[src/rtl/counter_host.sv]
// rtl/counter_host.sv - initiator-side controller that preloads and polls an 8-bit loadable counter
//
// Purpose:
//   Accepts a (start, target) command, loads the counter with start,
//   enables its output, and polls every cycle until the count equals
//   target, the command is aborted, or TIMEOUT poll cycles elapse.
//   It then pulses done and reports the elapsed poll count and status.
//
// Ports:
//   clk, rst             clock; asynchronous active-high reset
//   cmd_valid/cmd_ready  command handshake; cmd_start/cmd_target are the payload
//   cmd_abort            abandons the command while polling
//   cnt_load_e/_val      counter preload strobe and value
//   cnt_out_e            counter output enable
//   cnt_out_data         counter value (0 while cnt_out_e is low)
//   busy                 command in LOAD or POLL
//   done                 one-cycle completion pulse
//   timed_out, aborted   completion qualifiers, valid until the next accept
//   elapsed              poll cycles consumed by the last command

module counter_host #(
  parameter int WIDTH   = 8,
  parameter int TIMEOUT = 300,
  parameter int CYC_W   = 9
) (
  input  logic             clk,
  input  logic             rst,
  input  logic             cmd_valid,
  output logic             cmd_ready,
  input  logic [WIDTH-1:0] cmd_start,
  input  logic [WIDTH-1:0] cmd_target,
  input  logic             cmd_abort,
  output logic             cnt_load_e,
  output logic [WIDTH-1:0] cnt_load_val,
  output logic             cnt_out_e,
  input  logic [WIDTH-1:0] cnt_out_data,
  output logic             busy,
  output logic             done,
  output logic             timed_out,
  output logic             aborted,
  output logic [CYC_W-1:0] elapsed
);

  typedef enum logic [1:0] {
    S_IDLE = 2'd0,
    S_LOAD = 2'd1,
    S_POLL = 2'd2,
    S_DONE = 2'd3
  } state_t;

  localparam logic [CYC_W-1:0] LAST_POLL = CYC_W'(TIMEOUT - 1);

  state_t           state_q;
  logic             cmd_ready_q;
  logic             cnt_load_e_q;
  logic [WIDTH-1:0] cnt_load_val_q;  // doubles as the captured start value
  logic             cnt_out_e_q;
  logic             busy_q;
  logic             done_q;
  logic             timed_out_q;
  logic             aborted_q;
  logic [CYC_W-1:0] elapsed_q;
  logic [CYC_W-1:0] elapsed_d;
  logic [WIDTH-1:0] target_q;
  logic             match_d;
  logic             last_d;

  always_comb begin
    elapsed_d = elapsed_q + CYC_W'(1);
    match_d   = (cnt_out_data == target_q);
    last_d    = (elapsed_q == LAST_POLL);
  end

  always_ff @(posedge clk or posedge rst) begin
    if (rst) begin
      state_q        <= S_IDLE;
      cmd_ready_q    <= 1'b1;
      cnt_load_e_q   <= 1'b0;
      cnt_load_val_q <= '0;
      cnt_out_e_q    <= 1'b0;
      busy_q         <= 1'b0;
      done_q         <= 1'b0;
      timed_out_q    <= 1'b0;
      aborted_q      <= 1'b0;
      elapsed_q      <= '0;
      target_q       <= '0;
    end else begin
      case (state_q)
        S_IDLE: begin
          // cmd_ready_q is always 1 here, so cmd_valid alone is the accept.
          if (cmd_valid) begin
            state_q        <= S_LOAD;
            cmd_ready_q    <= 1'b0;
            cnt_load_e_q   <= 1'b1;
            cnt_load_val_q <= cmd_start;
            target_q       <= cmd_target;
            busy_q         <= 1'b1;
            elapsed_q      <= '0;
            timed_out_q    <= 1'b0;
            aborted_q      <= 1'b0;
          end
        end
        S_LOAD: begin
          // The counter takes the preload on this edge, so the first
          // POLL cycle observes count == start.
          state_q      <= S_POLL;
          cnt_load_e_q <= 1'b0;
          cnt_out_e_q  <= 1'b1;
        end
        S_POLL: begin
          // Abort beats match, match beats timeout.
          if (cmd_abort || match_d || last_d) begin
            state_q     <= S_DONE;
            cnt_out_e_q <= 1'b0;
            busy_q      <= 1'b0;
            done_q      <= 1'b1;
            aborted_q   <= cmd_abort;
            timed_out_q <= !cmd_abort && !match_d;
          end else begin
            elapsed_q <= elapsed_d;
          end
        end
        S_DONE: begin
          state_q     <= S_IDLE;
          done_q      <= 1'b0;
          cmd_ready_q <= 1'b1;
        end
        default: begin
          state_q <= S_IDLE;
        end
      endcase
    end
  end

  assign cmd_ready    = cmd_ready_q;
  assign cnt_load_e   = cnt_load_e_q;
  assign cnt_load_val = cnt_load_val_q;
  assign cnt_out_e    = cnt_out_e_q;
  assign busy         = busy_q;
  assign done         = done_q;
  assign timed_out    = timed_out_q;
  assign aborted      = aborted_q;
  assign elapsed      = elapsed_q;

endmodule
[config.mk]
export PLATFORM = sky130hd
export DESIGN_NAME = counter_host
export DESIGN_NICKNAME = d
export VERILOG_FILES = /design/src/rtl/counter_host.sv
export SDC_FILE = /design/constraint.sdc
export NUM_CORES = 1
export LEC_CHECK = 0
export CAP_MARGIN = 20
export CORE_UTILIZATION = 45
export DETAILED_ROUTE_END_ITERATION = 7
export PLACE_DENSITY = 0.77
export SLEW_MARGIN = 40
export SYNTH_ARGS = -nofsm -noshare
export SYNTH_HDL_FRONTEND = slang
export SYNTH_SLANG_ARGS = --single-unit
export TNS_END_PERCENT = 10
[constraint.sdc]
create_clock -name clk -period 5.7 [get_ports clk]
set_input_delay 0.57 -clock clk [delete_from_list [all_inputs] [get_ports clk]]
set_output_delay 0.57 -clock clk [all_outputs]
set_load 0.01 [all_outputs]
# After elaboration in Yosys (flattened, before gate mapping)
# Index checks and enable logic that the tools add are counted.
# word_totals
ff_bits,34
in_bits,28
out_inout_bits,24
elab_cells,58
# classes
n_addsub,1
eq_ne,8
n_mux,19
n_reduce_logical,19
# ops
operator,count
2-to-1 mux 9 bit,2
case mux 9 bit (2 select lines),1
case mux 1 bit (2 select lines),7
AND reduction 2 bit,6
nonzero test 2 bit,5
adder 9 x 1 -> 9 bit (second input constant),1
== test 9 bit (second input constant),1
== test 8 bit,1
case mux 2 bit (4 select lines),1
2-to-1 mux 1 bit,6
inequality test 2 bit (second input constant),3
AND reduction 3 bit,2
== test 2 bit (second input constant),2
2-to-1 mux 2 bit,2
== test 2 x 1 -> 1 bit (second input constant),1
zero test 1 bit,2
zero test 2 bit,1
logical OR 1 bit,2
logical AND 1 bit,1

# Logic depth before layout (Yosys ltp)
# logic_depth
ltp_word,5
depth_mapped,8
ltp_nobuf,7

# Worst setup path before layout
# Ideal clock, no wire load.
# synth_path
path_kind,reg-to-reg
start,register elapsed_q[6] (netlist: elapsed[6])
end,register state_q[1]
setup_ns,0.128
arrival_time_ns,1.757
required_ns,5.572
slack_ns,3.815
path_stages_with_launch,6
synth_period_minus_slack_ns,1.885
cell_sequence,dfrtp_1 -> or4_4 -> o21bai_2 -> a21oi_2 -> a21oi_1 -> mux2_1
# synth_via
elab_chain_cells,4
# synth_rtl
item,line_no,rtl
start: declaration,62,logic [CYC_W-1:0] elapsed_q;
start signal: assignment,120,elapsed_q <= elapsed_d;
== test 9 bit,71,last_d = (elapsed_q == LAST_POLL);
logical OR 1 bit,112,if (cmd_abort || match_d || last_d) begin
inequality test 2 bit (no line),-,
AND reduction 2 bit (no line),-,
end signal: assignment,76,state_q <= S_IDLE;
end signal: assignment,113,state_q <= S_DONE;
end signal: assignment,124,state_q <= S_IDLE;
end: declaration,53,state_t state_q;
# Every way passes these cells.
# A chain may end at the register's enable or synchronous reset.

# Worst setup path after layout
# layout_path
start,input port cnt_out_data[7]
end,register state_q[1]
# layout_via
elab_chain_cells,5
# layout_rtl
item,line_no,rtl
start: declaration,36,"input logic [WIDTH-1:0] cnt_out_data,"
== test 8 bit,70,match_d = (cnt_out_data == target_q);
logical OR 1 bit (2 in a row),112,
inequality test 2 bit (no line),-,
AND reduction 2 bit (no line),-,
end signal: assignment,113,
end signal: assignment,124,
end signal: assignment,129,state_q <= S_IDLE;
# Every way passes these cells.

==> results by group <==
Final layout
  • P&R area growth vs syn: 36.6%
  • Nets: 246
  • Antenna Cells: 0
  • Share of post-route cells with drive strength above 1: 5.61%

Synth
  • Syn Inst Count: 161
  • Seq/Total Area, Yosys: 49.1%
  • FF+latch count, synth: 34
  • Ys Warns: 0
  • Most used DFF post-synth: dfrtp_1
  • Synth cell types: 37
  • Post-synth EDFFs: 0
  • Post-Syn Nets: 194
  • Syn Std Cell Area: 1740 um2
  • Post-synth ARST share: 100%
  • Post-synth top area share: 47.6%
  • Mean post-synth cell area: 10.8 um2
  • Synth area leaders: dfrtp_1 48%, mux2_1 11%, xor2_1 4.0%, ha_1 3.6%, nand2_1 3.2%
  • Synth area leader: dfrtp_1

Floorplan
  • Row count: 22
  • DIE HEIGHT: 64.1 um
  • Die boundary width: 64.1 um
  • Ports: 52
  • Core area: 3690 um2
  • Initial core utilization: 47.1%
  • Die area: 4110 um2

Global route
  • Largest net degree at the start of global routing: 35
  • Vias in the first global route: 1437
  • First-pass GRT wire length: 6.73 mm
  • GRT Overall Usage: 21.9%
  • Initial antenna violation count: 0
  • Total global routing overflow: 0

Clock network
  • CTS tree: yes
  • Hold_buf cts: 0
  • Clock buffer count from CTS: 5
  • Reg clk slew, reported paths: 0.07 ns
  • H-tree depth: 2
  • Post-CTS Setup Bufs: 0
  • Clock Path Buffers: 2
  • # clock sinks: 34
  • Worst-Skew Late Latency: 0.29 ns
  • CTS root buf: clkbuf_8
  • CTS-repair resized insts: 0

Power
  • Leak pwr: 1.03 nW
  • Clock network fraction of total power: 16.3%
  • NetSw: 413 uW
  • Sw Ratio: 37.0%
  • Combinational share of power: 45.3%
  • Reg power frac: 38.3%
  • Int Power: 704 uW
  • PD cells: 471 nW/um2
  • Peak supply drop: 0.000249 V

Place
  • GP Congestion: 0.814
  • Detailed placement HPWL: 2.87 mm
  • Port Buffers: 51
  • Post-placement worst setup slack: 2.93 ns

Timing
  • Max Fclk: 395 MHz
  • Unrepaired setup endpoints after global routing: false
  • Slew Limit Fails: 0
  • Period utilisation layout: 44.4%
  • Final worst clock skew: 0.00747 ns
  • Worst Tran Pin Value: 0.800 ns
  • Final setup violation count: 0
  • Final min period: 2.53 ns
  • Max_slew headroom: 46.6%
  • Final hold viol count: 0
  • Setup TNS after final layout: 0 ns
  • Final WS setup: 3.17 ns

Detailed routing
  • DR WL/cell: 15.3 um
  • Drt drc: 0
  • Vias per cell: 5.61
  • Via count: 1471
  • Drt first pass iters: 4
  • Final wirelength: 4.00 mm
  • DRT antenna net count: 0
  • Iter 0 DRT Violations: 144

Critical path
  • CP max FO: 23
  • Worst Path Required: 5.87 ns
  • Critical path class: primary input to register
  • Crit start category: primary input
  • Crit. End Element: register
  • Critical Path AT: 2.70 ns

Run status
  • Status: completed

Hold path
  • Path type of the worst min-delay path: register to register

Job
  • # Max-Cap Violations: 0
-- cells in the mapped netlist, types with 2 or more instances --
master,count
a221o_1,2
nand3_1,5
nor4_1,2
nand2b_1,2
o21ai_1,7
clkbuf_1,5
nor2_1,9
and4_1,2
nor3_1,5
buf_6,2
a21oi_1,8
nand2_1,15
inv_1,4
ha_1,5
and3_1,5
mux2_1,17
a21o_1,3
xor2_1,8
a31oi_1,2
dfrtp_1,33
a41o_1,2
a41oi_1,2
nand4_1,2
-- layout make-up --
| cell class | count | area (um2) |
|---|---|---|
| multi-input cells | 116 | 836 |
| inverters | 4 | 15.0 |
| fillers | 308 | 1320 |
| clock inverters | 1 | 5.00 |
| repair buffers | 52 | 518 |
| clock buffers | 7 | 86.3 |
| well taps | 48 | 60.1 |
| flip-flops and latches | 34 | 852 |
-- cells by family after synthesis --
family                     synth area share, %
adders and majority gates                 3.60
AOI/OAI and AO/OA                         14.4
xor gates and xnor gates                  4.03
DFF                                       49.1
muxes                                     11.6
buffers and inverters                     3.24
and+or+nand+nor                           14.0
-- path summary, 6_finish.rpt --
path | start | end | slack, ns | cells past startpoint
min in group asynchronous | rst | cnt_load_val[2]$_DFFE_PP0P_ | 0.68 | 3
worst min register to register | cnt_load_val[2]$_DFFE_PP0P_ | cnt_load_val[2]$_DFFE_PP0P_ | 0.49 | 1
max in group asynchronous | rst | cmd_ready$_DFFE_PP1P_ | 4.68 | 3
worst min-delay path | cnt_load_val[2]$_DFFE_PP0P_ | cnt_load_val[2]$_DFFE_PP0P_ | 0.49 | 1
worst max register to register | target_q[7]$_DFFE_PP0P_ | state_q[1]$_DFFE_PP0P_ | 3.46 | 5
worst max-delay path | cnt_out_data[7] | state_q[1]$_DFFE_PP0P_ | 3.17 | 6
-- power by group through the flow --
stage          logic (mW)  clock network, mW  registers [mW]
3_3_place_gp        0.487                  0           0.424
2_1_floorplan       0.269                  0           0.445
6_report            0.506              0.183           0.428
4_1_cts             0.507              0.188           0.429
5_1_grt             0.553              0.201           0.443
3_5_place_dp        0.504                  0           0.432
-- sequential cells by signal, indices dropped and copies added, names as in the netlist --
register,count
elapsed,9
cnt_load_val,8
target_q,8
state_q,2
aborted,1
busy,1
cmd_ready,1
cnt_load_e,1
cnt_out_e,1
done,1
timed_out,1
-- worst max-delay path, stage by stage --
cell and delay (ns):
clkdlybuf4s50_1 0.41, xor2_1 0.15, nor4_1 0.61, a21oi_4 0.31
a21oi_1 0.30, mux2_1 0.34
-- through the flow --
stage / hold WS (ns) / utilization [%] / std cells / total power [mW] / cell area, um2
after floorplan: 0.485 / - / 161 / 0.714 / 1740
after global placement: 0.477 / 61.6 / 254 / 0.911 / 2270
after detailed placement: 0.489 / 61.6 / 254 / 0.936 / 2270
after CTS: 0.499 / 64.1 / 262 / 1.12 / 2360
after global routing: 0.513 / 64.3 / 262 / 1.20 / 2370
final: 0.492 / 64.3 / 262 / 1.12 / 2370
-- routing by layer --
| layer | vias up | part of all wire, % | GRT usage (%) |
|---|---|---|---|
| met5 | - | 0 | 0 |
| met4 | 0 | 1.3 | 6.67 |
| met3 | 5 | 6.1 | 6.96 |
| met2 | 62 | 51 | 37.2 |
| met1 | 717 | 42 | 26.5 |
| li1 | 687 | - | - |
-- placed cells by master (no fill, tap or decap), types with 2 or more instances in the layout --
cell type and instances:
nor4_1 2, nand2b_1 2, nand3_1 5, nand4_1 2, and3_1 5, inv_1 4
clkdlybuf4s50_1 51, xor2_1 8, a41o_1 2, nor3_1 5, ha_1 5, nor2_1 9
nand2_1 15, o21ai_1 7, dfrtp_1 33, a221o_1 2, a41oi_1 2, mux2_1 17
a21o_1 3, a21oi_1 8, and4_1 2, clkbuf_8 6, a31oi_1 2
Power figures use the tool's default switching activity.
